==> config.mk <==
export PLATFORM = sky130hd
export DESIGN_NAME = riscv_core_div
export DESIGN_NICKNAME = d
export VERILOG_FILES = /design/src/rtl/riscv_core_div_pkg.sv /design/src/rtl/riscv_core_div_step.sv /design/src/rtl/riscv_core_div.sv
export SDC_FILE = /design/constraint.sdc
export NUM_CORES = 1
export LEC_CHECK = 0
export BUFFER_PORTS_ARGS = -buffer_cell sky130_fd_sc_hd__buf_2
export CELL_PAD_IN_SITES_DETAIL_PLACEMENT = 0
export CELL_PAD_IN_SITES_GLOBAL_PLACEMENT = 2
export CORE_UTILIZATION = 41
export CTS_CLUSTER_DIAMETER = 80
export DETAILED_ROUTE_END_ITERATION = 10
export GPL_TIMING_DRIVEN = 0
export PLACE_DENSITY_LB_ADDON = 0.1
export SYNTH_ARGS = -nofsm -noshare
export SYNTH_HDL_FRONTEND = slang
export SYNTH_SLANG_ARGS = --single-unit
==> constraint.sdc <==
create_clock -name i_div_clk -period 22.8 [get_ports i_div_clk]
set_input_delay 6.84 -clock i_div_clk [delete_from_list [all_inputs] [get_ports i_div_clk]]
set_output_delay 6.84 -clock i_div_clk [all_outputs]
set_load 0.02 [all_outputs]
==> src/rtl/riscv_core_div_pkg.sv <==
// rtl/riscv_core_div_pkg.sv - shared state, op encodings and counter width for riscv_core_div
package riscv_core_div_pkg;

  typedef enum logic [2:0] {
    ST_IDLE,
    ST_PREP,
    ST_CALC,
    ST_FIX,
    ST_DONE
  } div_state_e;

  // funct3[1:0] of the M-extension divide group
  localparam logic [1:0] OP_DIV  = 2'b00;
  localparam logic [1:0] OP_DIVU = 2'b01;
  localparam logic [1:0] OP_REM  = 2'b10;
  localparam logic [1:0] OP_REMU = 2'b11;

  localparam int CNT_W = 7;

endpackage

==> src/rtl/riscv_core_div_step.sv <==
// rtl/riscv_core_div_step.sv - one restoring-division iteration: shift, trial subtract, select
module riscv_core_div_step #(
  parameter int W = 64
) (
  input  logic [W-1:0] rem,
  input  logic [W-1:0] quo,
  input  logic [W-1:0] divisor,
  output logic [W-1:0] rem_nxt,
  output logic [W-1:0] quo_nxt
);

  logic [W:0] shifted;
  logic [W:0] diff;

  // rem < divisor on entry, so the shifted value fits W+1 bits and diff[W] is the borrow
  always_comb begin
    shifted = {rem, quo[W-1]};
    diff    = shifted - {1'b0, divisor};
    if (!diff[W]) begin
      rem_nxt = diff[W-1:0];
      quo_nxt = {quo[W-2:0], 1'b1};
    end else begin
      rem_nxt = shifted[W-1:0];
      quo_nxt = {quo[W-2:0], 1'b0};
    end
  end

endmodule

==> src/rtl/riscv_core_div.sv <==
// rtl/riscv_core_div.sv - iterative radix-2 RV64M divider: FSM, counter, sign flags, result register
module riscv_core_div
  import riscv_core_div_pkg::*;
#(
  parameter int W_DIV_XLEN = 64
) (
  input  logic                  i_div_clk,
  input  logic                  i_div_rst,
  input  logic                  i_div_start,
  input  logic [1:0]            i_div_op,
  input  logic                  i_div_word,
  input  logic [W_DIV_XLEN-1:0] i_div_rs1,
  input  logic [W_DIV_XLEN-1:0] i_div_rs2,
  input  logic                  i_div_flush,
  output logic [W_DIV_XLEN-1:0] o_div_result,
  output logic                  o_div_valid,
  output logic                  o_div_busy
);

  localparam int XL = W_DIV_XLEN;
  localparam int HL = W_DIV_XLEN / 2;
  localparam logic [XL-1:0] MIN_XL = {1'b1, {(XL-1){1'b0}}};
  localparam logic [HL-1:0] MIN_HL = {1'b1, {(HL-1){1'b0}}};

  div_state_e       state;
  logic [1:0]       op_q;
  logic             word_q;
  logic [XL-1:0]    a_q;
  logic [XL-1:0]    b_q;
  logic [XL-1:0]    rem_q;
  logic [XL-1:0]    quo_q;
  logic [XL-1:0]    dvs_q;
  logic [CNT_W-1:0] cnt_q;
  logic             q_neg_q;
  logic             r_neg_q;

  logic             accept;
  logic             in_signed;
  logic [XL-1:0]    a_in;
  logic [XL-1:0]    b_in;
  logic             op_signed;
  logic             op_rem;
  logic             a_neg;
  logic             b_neg;
  logic [XL-1:0]    a_abs;
  logic [XL-1:0]    b_abs;
  logic             div_zero;
  logic             sgn_ovf;
  logic [XL-1:0]    spec_raw;
  logic [XL-1:0]    spec_res;
  logic [XL-1:0]    quo_fix;
  logic [XL-1:0]    rem_fix;
  logic [XL-1:0]    fix_res;
  logic [XL-1:0]    rem_nxt;
  logic [XL-1:0]    quo_nxt;

  // W ops keep the low half and extend it; sx selects sign- vs zero-extension
  function automatic logic [XL-1:0] word_ext(input logic [XL-1:0] v, input logic w,
                                             input logic sx);
    if (w) return {{HL{sx & v[HL-1]}}, v[HL-1:0]};
    return v;
  endfunction

  assign accept = ((state == ST_IDLE) || (state == ST_DONE)) && i_div_start && !i_div_flush;

  assign o_div_busy = !i_div_rst &&
                      ((state == ST_PREP) || (state == ST_CALC) || (state == ST_FIX) || accept);

  always_comb begin
    in_signed = (i_div_op == OP_DIV) || (i_div_op == OP_REM);
    a_in      = word_ext(i_div_rs1, i_div_word, in_signed);
    b_in      = word_ext(i_div_rs2, i_div_word, in_signed);

    op_signed = (op_q == OP_DIV) || (op_q == OP_REM);
    op_rem    = (op_q == OP_REM) || (op_q == OP_REMU);
    a_neg     = op_signed & a_q[XL-1];
    b_neg     = op_signed & b_q[XL-1];
    a_abs     = a_neg ? -a_q : a_q;
    b_abs     = b_neg ? -b_q : b_q;

    div_zero  = (b_q == '0);
    sgn_ovf   = op_signed &&
                (word_q ? ((a_q[HL-1:0] == MIN_HL) && (b_q[HL-1:0] == '1))
                        : ((a_q == MIN_XL) && (b_q == '1)));
    if (div_zero) spec_raw = op_rem ? a_q : '1;
    else          spec_raw = op_rem ? '0 : a_q;
    spec_res  = word_ext(spec_raw, word_q, 1'b1);

    quo_fix   = q_neg_q ? -quo_q : quo_q;
    rem_fix   = r_neg_q ? -rem_q : rem_q;
    fix_res   = word_ext(op_rem ? rem_fix : quo_fix, word_q, 1'b1);
  end

  riscv_core_div_step #(
    .W (XL)
  ) u_step (
    .rem     (rem_q),
    .quo     (quo_q),
    .divisor (dvs_q),
    .rem_nxt (rem_nxt),
    .quo_nxt (quo_nxt)
  );

  always_ff @(posedge i_div_clk) begin
    if (i_div_rst) begin
      state        <= ST_IDLE;
      o_div_result <= '0;
      o_div_valid  <= 1'b0;
      cnt_q        <= '0;
    end else begin
      o_div_valid <= 1'b0;
      if (i_div_flush) begin
        state <= ST_IDLE;
      end else begin
        case (state)
          ST_IDLE, ST_DONE: begin
            if (i_div_start) begin
              state  <= ST_PREP;
              op_q   <= i_div_op;
              word_q <= i_div_word;
              a_q    <= a_in;
              b_q    <= b_in;
            end else begin
              state <= ST_IDLE;
            end
          end
          ST_PREP: begin
            if (div_zero || sgn_ovf) begin
              o_div_result <= spec_res;
              o_div_valid  <= 1'b1;
              state        <= ST_DONE;
            end else begin
              // W dividends sit in the upper half so the first HL shifts consume them
              rem_q   <= '0;
              quo_q   <= word_q ? (a_abs << HL) : a_abs;
              dvs_q   <= b_abs;
              q_neg_q <= a_neg ^ b_neg;
              r_neg_q <= a_neg;
              cnt_q   <= word_q ? CNT_W'(HL) : CNT_W'(XL);
              state   <= ST_CALC;
            end
          end
          ST_CALC: begin
            rem_q <= rem_nxt;
            quo_q <= quo_nxt;
            cnt_q <= cnt_q - 1'b1;
            if (cnt_q == CNT_W'(1)) state <= ST_FIX;
          end
          ST_FIX: begin
            o_div_result <= fix_res;
            o_div_valid  <= 1'b1;
            state        <= ST_DONE;
          end
          default: state <= ST_IDLE;
        endcase
      end
    end
  end

endmodule

==> results of run 1 <==
## logic make-up after synthesis
| logic type | after synthesis |
|---|---|
| xor gates and xnor gates | 296 |
| and+or+nand+nor | 936 |
| buffers and inverters | 341 |
| DFF | 400 |
| muxes | 4 |
| AOI/OAI and AO/OA | 894 |
| adders and majority gates | 100 |
## state kept, by name (all words and copies together) (netlist names)
name / flops
cnt_q: 7
op_q: 2
dvs_q: 64
rem_q: 64
o_div_result: 64
word_q: 1
quo_q: 64
q_neg_q: 1
o_div_valid: 1
state: 3
a_q: 64
b_q: 64
r_neg_q: 1
## cells in the final DEF (no fill, tap or decap), types with 48 or more instances in the layout
master       n
a211oi_1    48
a21oi_1    266
buf_2      214
clkbuf_1   152
clkbuf_16   51
dfxtp_1     75
edfxtp_1   325
ha_1        71
inv_1      170
nand2_1    359
nand3_1     48
nor2_1     207
nor3_1      77
o21ai_0    269
o31ai_1     67
xnor2_1    156
xor2_1     140
## where the power goes
| group | switching, uW | internal [uW] |
|---|---|---|
| sequential | 18.1 | 804 |
| clock | 333 | 468 |
| combinational | 85.0 | 46.4 |
| total | 436 | 1320 |
## worst max-delay path by stage
stage,depth (start not counted),endpoint,start
3_3_place_gp,5,o_div_busy,i_div_flush
2_1_floorplan,3,o_div_busy,i_div_flush
3_5_place_dp,7,o_div_busy,i_div_flush
6_report,7,o_div_busy,i_div_flush
4_1_cts,7,o_div_busy,i_div_flush
5_1_grt,7,o_div_busy,i_div_flush
## worst max-delay path, delay by kind of cell
kind,cells,cell delay [ns]
buffers and inverters,4,0.88
AND/OR/NAND/NOR,3,0.59
## cell type report
class                   count  area [sq um]
plain buffers             167           663
clock inverters            27           292
multi-input cells        2230         13900
fillers                  6216         33100
flip-flops and latches    400         11300
repair buffers            213          1180
clock buffers              65          1360
inverters                 174           654
well taps                 846          1060
## stage by stage
stage                     power [uW]  cell area [sq um]  instances
after detailed placement         966              28700       4030
after global routing            1800              30300       4122
final                           1750              30300       4122
after CTS                       1760              30300       4122
after global placement           966              28500       4017
after floorplan                  910              26400       2971
## per-layer routing
layer | share of wire, % | GRT usage (%)
met1 | 42 | 39.2
met3 | 6.2 | 3.43
met4 | 4.8 | 13.9
met5 | 0.013 | 0
met2 | 47 | 50.3
==> reports/metrics.cfg, run 1 <==
[global_routing]
grt_pass1_vias = 22800
track_usage_pct = 30.2
antenna_found_initial = 3
grt_pass1_wl_mm = 148
grt_max_degree = 69
grt-ovfl-total = 0

[logic_synthesis]
avgSynthCellArea_sq_um = 8.89
synth.area.mux_share_pct = 0.156
syn-num-nets = 3178
yosysTopAreaCellShare_pct = 36.9
synth_flop_cell = edfxtp_1
synth_common_cells = nand2_1, edfxtp_1, o21ai_0
yosys.area_share.xor_xnor_pct = 9.81
postSynthCellCount = 2971
synthTopCellsByArea = edfxtp_1, dfxtp_1, xnor2_1, nand2_1, o21ai_0
yosys_warnings = 0
synth_edf_count = 325
ys_ff_latch = 400
synth_area_sq_um = 26400
yosys.area_share.simple_pct = 17.0
synth_compound_area_share_pct = 20.9
synthAdderAreaFrac_pct = 4.50
synth_top_family_by_area = compound AO/OA/AOI/OAI gates
synth.most_common_cell = nand2_1
ys_seq_area_share_pct = 42.6
yosysTopAreaCell = edfxtp_1
synth-async-reset-ratio_pct = 0
synth_cell_types = 93

[final_layout]
nets = 3442
area_growth_pct = 14.8
fin_util_pct = 47.8
drive_above_1_share_pct = 10.8
num_antenna_cells = 0

[drt]
ant_nets = 0
vias_per_cell = 5.83
drt_wl_total_mm = 101
drcViolationCount = 0
wl_per_cell_microns = 24.5
drt_pre_antenna_iters = 6
drtIter0Drc = 2391
vias = 24000

[floorplan]
die_w_microns = 256
die_area_sq_um = 65500
row_count = 92
die_h_microns = 256
start_util_pct = 41.7
core_area_sq_um = 63400
pin_count = 201

[hold_path]
min_to = o_div_result[37]
min_from = o_div_result[37]
hold_path.class = register to register
holdPathStages = 2

[critical_path]
cp.required_ns = 15.96
max_stage_delay_ns = 0.31
endpoint_kind = primary output
path_class = input pin to primary output
reg2regPathDepth = 11
cp.arrival_ns = 8.33
r2r_slack_ns = 17.35
r2r-end = o_div_result[28]
crit_slowest_cell = and3_4
path_cells = buf_2, nor2_1, and3_4, buf_16, buf_16, or2_2, buf_2
r2r_start = a_q[0]
cp_max_fo = 68
critical_path.startpoint_type = input pin

[sta]
min_period_ns = 15.17
worst_slack_ns = 7.63
min_period_over_period_pct = 66.5
hold_ws_ns = 0.453
drv_slew = 0
finalSetupViolations = 0
clock_skew_ns = 0.0265
grt_setup_unrepaired = false
finalHoldViolations = 0
fin_setup_tns_ns = 0
tightest_slew_ns = 1.23
max_freq_mhz = 65.9
slew_headroom_pct = 17.7

[clock_tree]
htreeDepth = 2
cts.sinks = 400
cts_resized = 0
cts.clk_slew.worst_paths_ns = 0.06
cts_post_setup_buffers_inserted = 0
cts_made_buffers = 49
cts_tree = yes
root_buffer = clkbuf_16
insertion_delay_ns = 0.62
ctsHoldBuffers = 0
cts_buffer_depth = 3

[pwr]
peakVddDrop_mv = 0.0710
p_leak_uw = 0.0111
cellPowerDensity_nw_per_um2 = 57.8

[placement]
portBuffers = 200
dp_slack_ns = 7.56
gp_congestion = 0.975
dp_hpwl_mm = 80.6

[run_status]
status = complete, no violations

[run]
maxCapViolCount = 0

(Power assumes the default switching activity.)
==> run 2: changes to the inputs <==
- CORE_UTILIZATION: 41 -> 35
- clock period: 22.8 -> 12.56 ns (I/O delays scaled with it)
==> reports/metrics.cfg, run 2 (same netlist as run 1, synthesis figures left out) <==
[placement]
dp_cells = 4154  ; +3.1%
dp_slack_ns = 3.34  ; -4.22 ns
dp_hpwl_mm = 85.5  ; +6.1%
gp_congestion = 0.942  ; -3.4%
portBuffers = 200  ; unchanged

[floorplan]
die_area_sq_um = 76600  ; +17%
core_area_sq_um = 74600  ; +18%
row_count = 100  ; +8.7%
start_util_pct = 35.4  ; -6.2 points
pin_count = 201  ; unchanged
die_h_microns = 277  ; +8.2%
die_w_microns = 277  ; +8.2%

[critical_path]
cp.required_ns = 8.79  ; -7.17 ns
cp.arrival_ns = 5.36  ; -2.97 ns
r2r_start = a_q[0]
endpoint_kind = primary output
startpoint = i_div_flush
path_class = input pin to primary output
critical_path.startpoint_type = input pin
cp_max_fo = 66  ; -2.9%

[sta]
slew_headroom_pct = 13.5  ; -4.2 points
min_period_ns = 9.13
max_freq_mhz = 110
tightest_slew_ns = 1.29  ; +0.0628 ns
clock_skew_ns = 0.0311  ; +0.00465 ns
worst_slack_ns = 3.43  ; -4.19 ns
grt_setup_unrepaired = false
drv_slew = 0  ; unchanged
hold_ws_ns = 0.455  ; +0.00202 ns
min_period_over_period_pct = 72.7
finalSetupViolations = 0  ; unchanged
finalHoldViolations = 0  ; unchanged

[final_layout]
drive_above_1_share_pct = 10.9  ; +0.12 points
num_antenna_cells = 0  ; unchanged
final_cell_mix = nand2_1, edfxtp_1, o21ai_0
fill_cells = 7591  ; +22%
nets = 3444  ; +0.058%
area_growth_pct = 15.5
final_cells = 4246  ; +3.0%
final_common_cell = nand2_1

[drt]
drt_wl_total_mm = 106  ; +5.2%
drtIter0Drc = 1891  ; -21%
ant_nets = 0  ; unchanged
drcViolationCount = 0  ; unchanged
wl_per_cell_microns = 25.0  ; +2.1%
vias = 23600  ; -1.9%
drt_pre_antenna_iters = 7  ; +1
vias_per_cell = 5.55  ; -4.7%

[global_routing]
antenna_found_initial = 3  ; unchanged
track_usage_pct = 27.2  ; -2.9 points
grt-ovfl-total = 0  ; unchanged
grt_max_degree = 67  ; -2.9%
grt_pass1_wl_mm = 154  ; +4.5%
grt_pass1_vias = 23200  ; +1.7%

[pwr]
seq_power_share_pct = 46.6  ; -0.3 points
cellPowerDensity_nw_per_um2 = 105  ; +82%
intPower_uw = 2410  ; +82%
power.total_uw = 3200  ; +83%
peakVddDrop_mv = 0.0892  ; +26%
switching_share_pct = 24.9  ; +0.063 points
p_sw_uw = 798  ; +83%
p_leak_uw = 0.0112  ; +0.36%
clkPwrFrac_pct = 45.8  ; about the same
pwr-share-comb_pct = 7.6  ; about the same

[run_status]
status = complete, no violations

[hold_path]
hold_path.class = register to register
min_from = o_div_result[36]

[run]
maxCapViolCount = 0  ; unchanged

[clock_tree]
cts_buffer_depth = 3  ; unchanged
cts.sinks = 400  ; unchanged
cts_made_buffers = 50  ; +2.0%
cts.clk_slew.worst_paths_ns = 0.06  ; about the same
cts_post_setup_buffers_inserted = 0  ; unchanged
htreeDepth = 2  ; unchanged
insertion_delay_ns = 0.61  ; about the same
ctsHoldBuffers = 0  ; unchanged
cts_resized = 0  ; unchanged
root_buffer = clkbuf_16
cts_tree = yes

==> run 2: worst paths after layout <==
| check | end | slack [ns] | cells past startpoint |
|---|---|---|---|
| min | o_div_result[36] | 0.45 | 2 |
| max reg2reg | o_div_result[28] | 7.17 | 11 |
| min reg2reg | o_div_result[36] | 0.45 | 2 |
| max | o_div_busy | 3.43 | 7 |
==> run 2: layout make-up <==
cell class	instances	area [sq um]	share of cell area (%)
clock inverters	33	322	1.05
repair buffers	214	1200	3.93
plain buffers	167	663	2.17
flip-flops and latches	400	11300	36.9
clock buffers	59	1330	4.35
multi-input cells	2230	13900	45.5
well taps	969	1210	3.97
inverters	174	654	2.15
==> run 2: metal layers <==
metal | up-vias | GRT usage, % | routed length, microns
met5 | - | 0 | 0
met4 | 0 | 11.5 | 4660
met1 | 11100 | 35.5 | 45700
met3 | 179 | 3.00 | 5930
li1 | 11400 | - | -
met2 | 849 | 45.8 | 49900
==> run 2: power groups by stage <==
stage	clock network (uW)	logic [uW]	registers (uW)
floorplan	0	143	1510
global placement	0	236	1530
detailed placement	0	242	1520
CTS	1500	243	1490
global route	1540	267	1490
finish	1470	244	1490
==> run 2: stage by stage <==
| step | cell area, sq um | TNS [ns] | utilization [%] |
|---|---|---|---|
| 3_3_place_gp | 28600 | -183.05 | 38.4 |
| 3_5_place_dp | 28900 | 0 | 38.7 |
| 4_1_cts | 30500 | 0 | 40.9 |
| 6_report | 30500 | 0 | 40.9 |
| 5_1_grt | 30500 | 0 | 40.9 |
| 2_1_floorplan | 26400 | 0 | - |
==> run 2: critical path, stage by stage <==
cell,delay (ns)
buf_2,0.16
nor2_1,0.12
and3_4,0.39
buf_16,0.28
buf_16,0.28
or2_2,0.17
buf_2,0.15
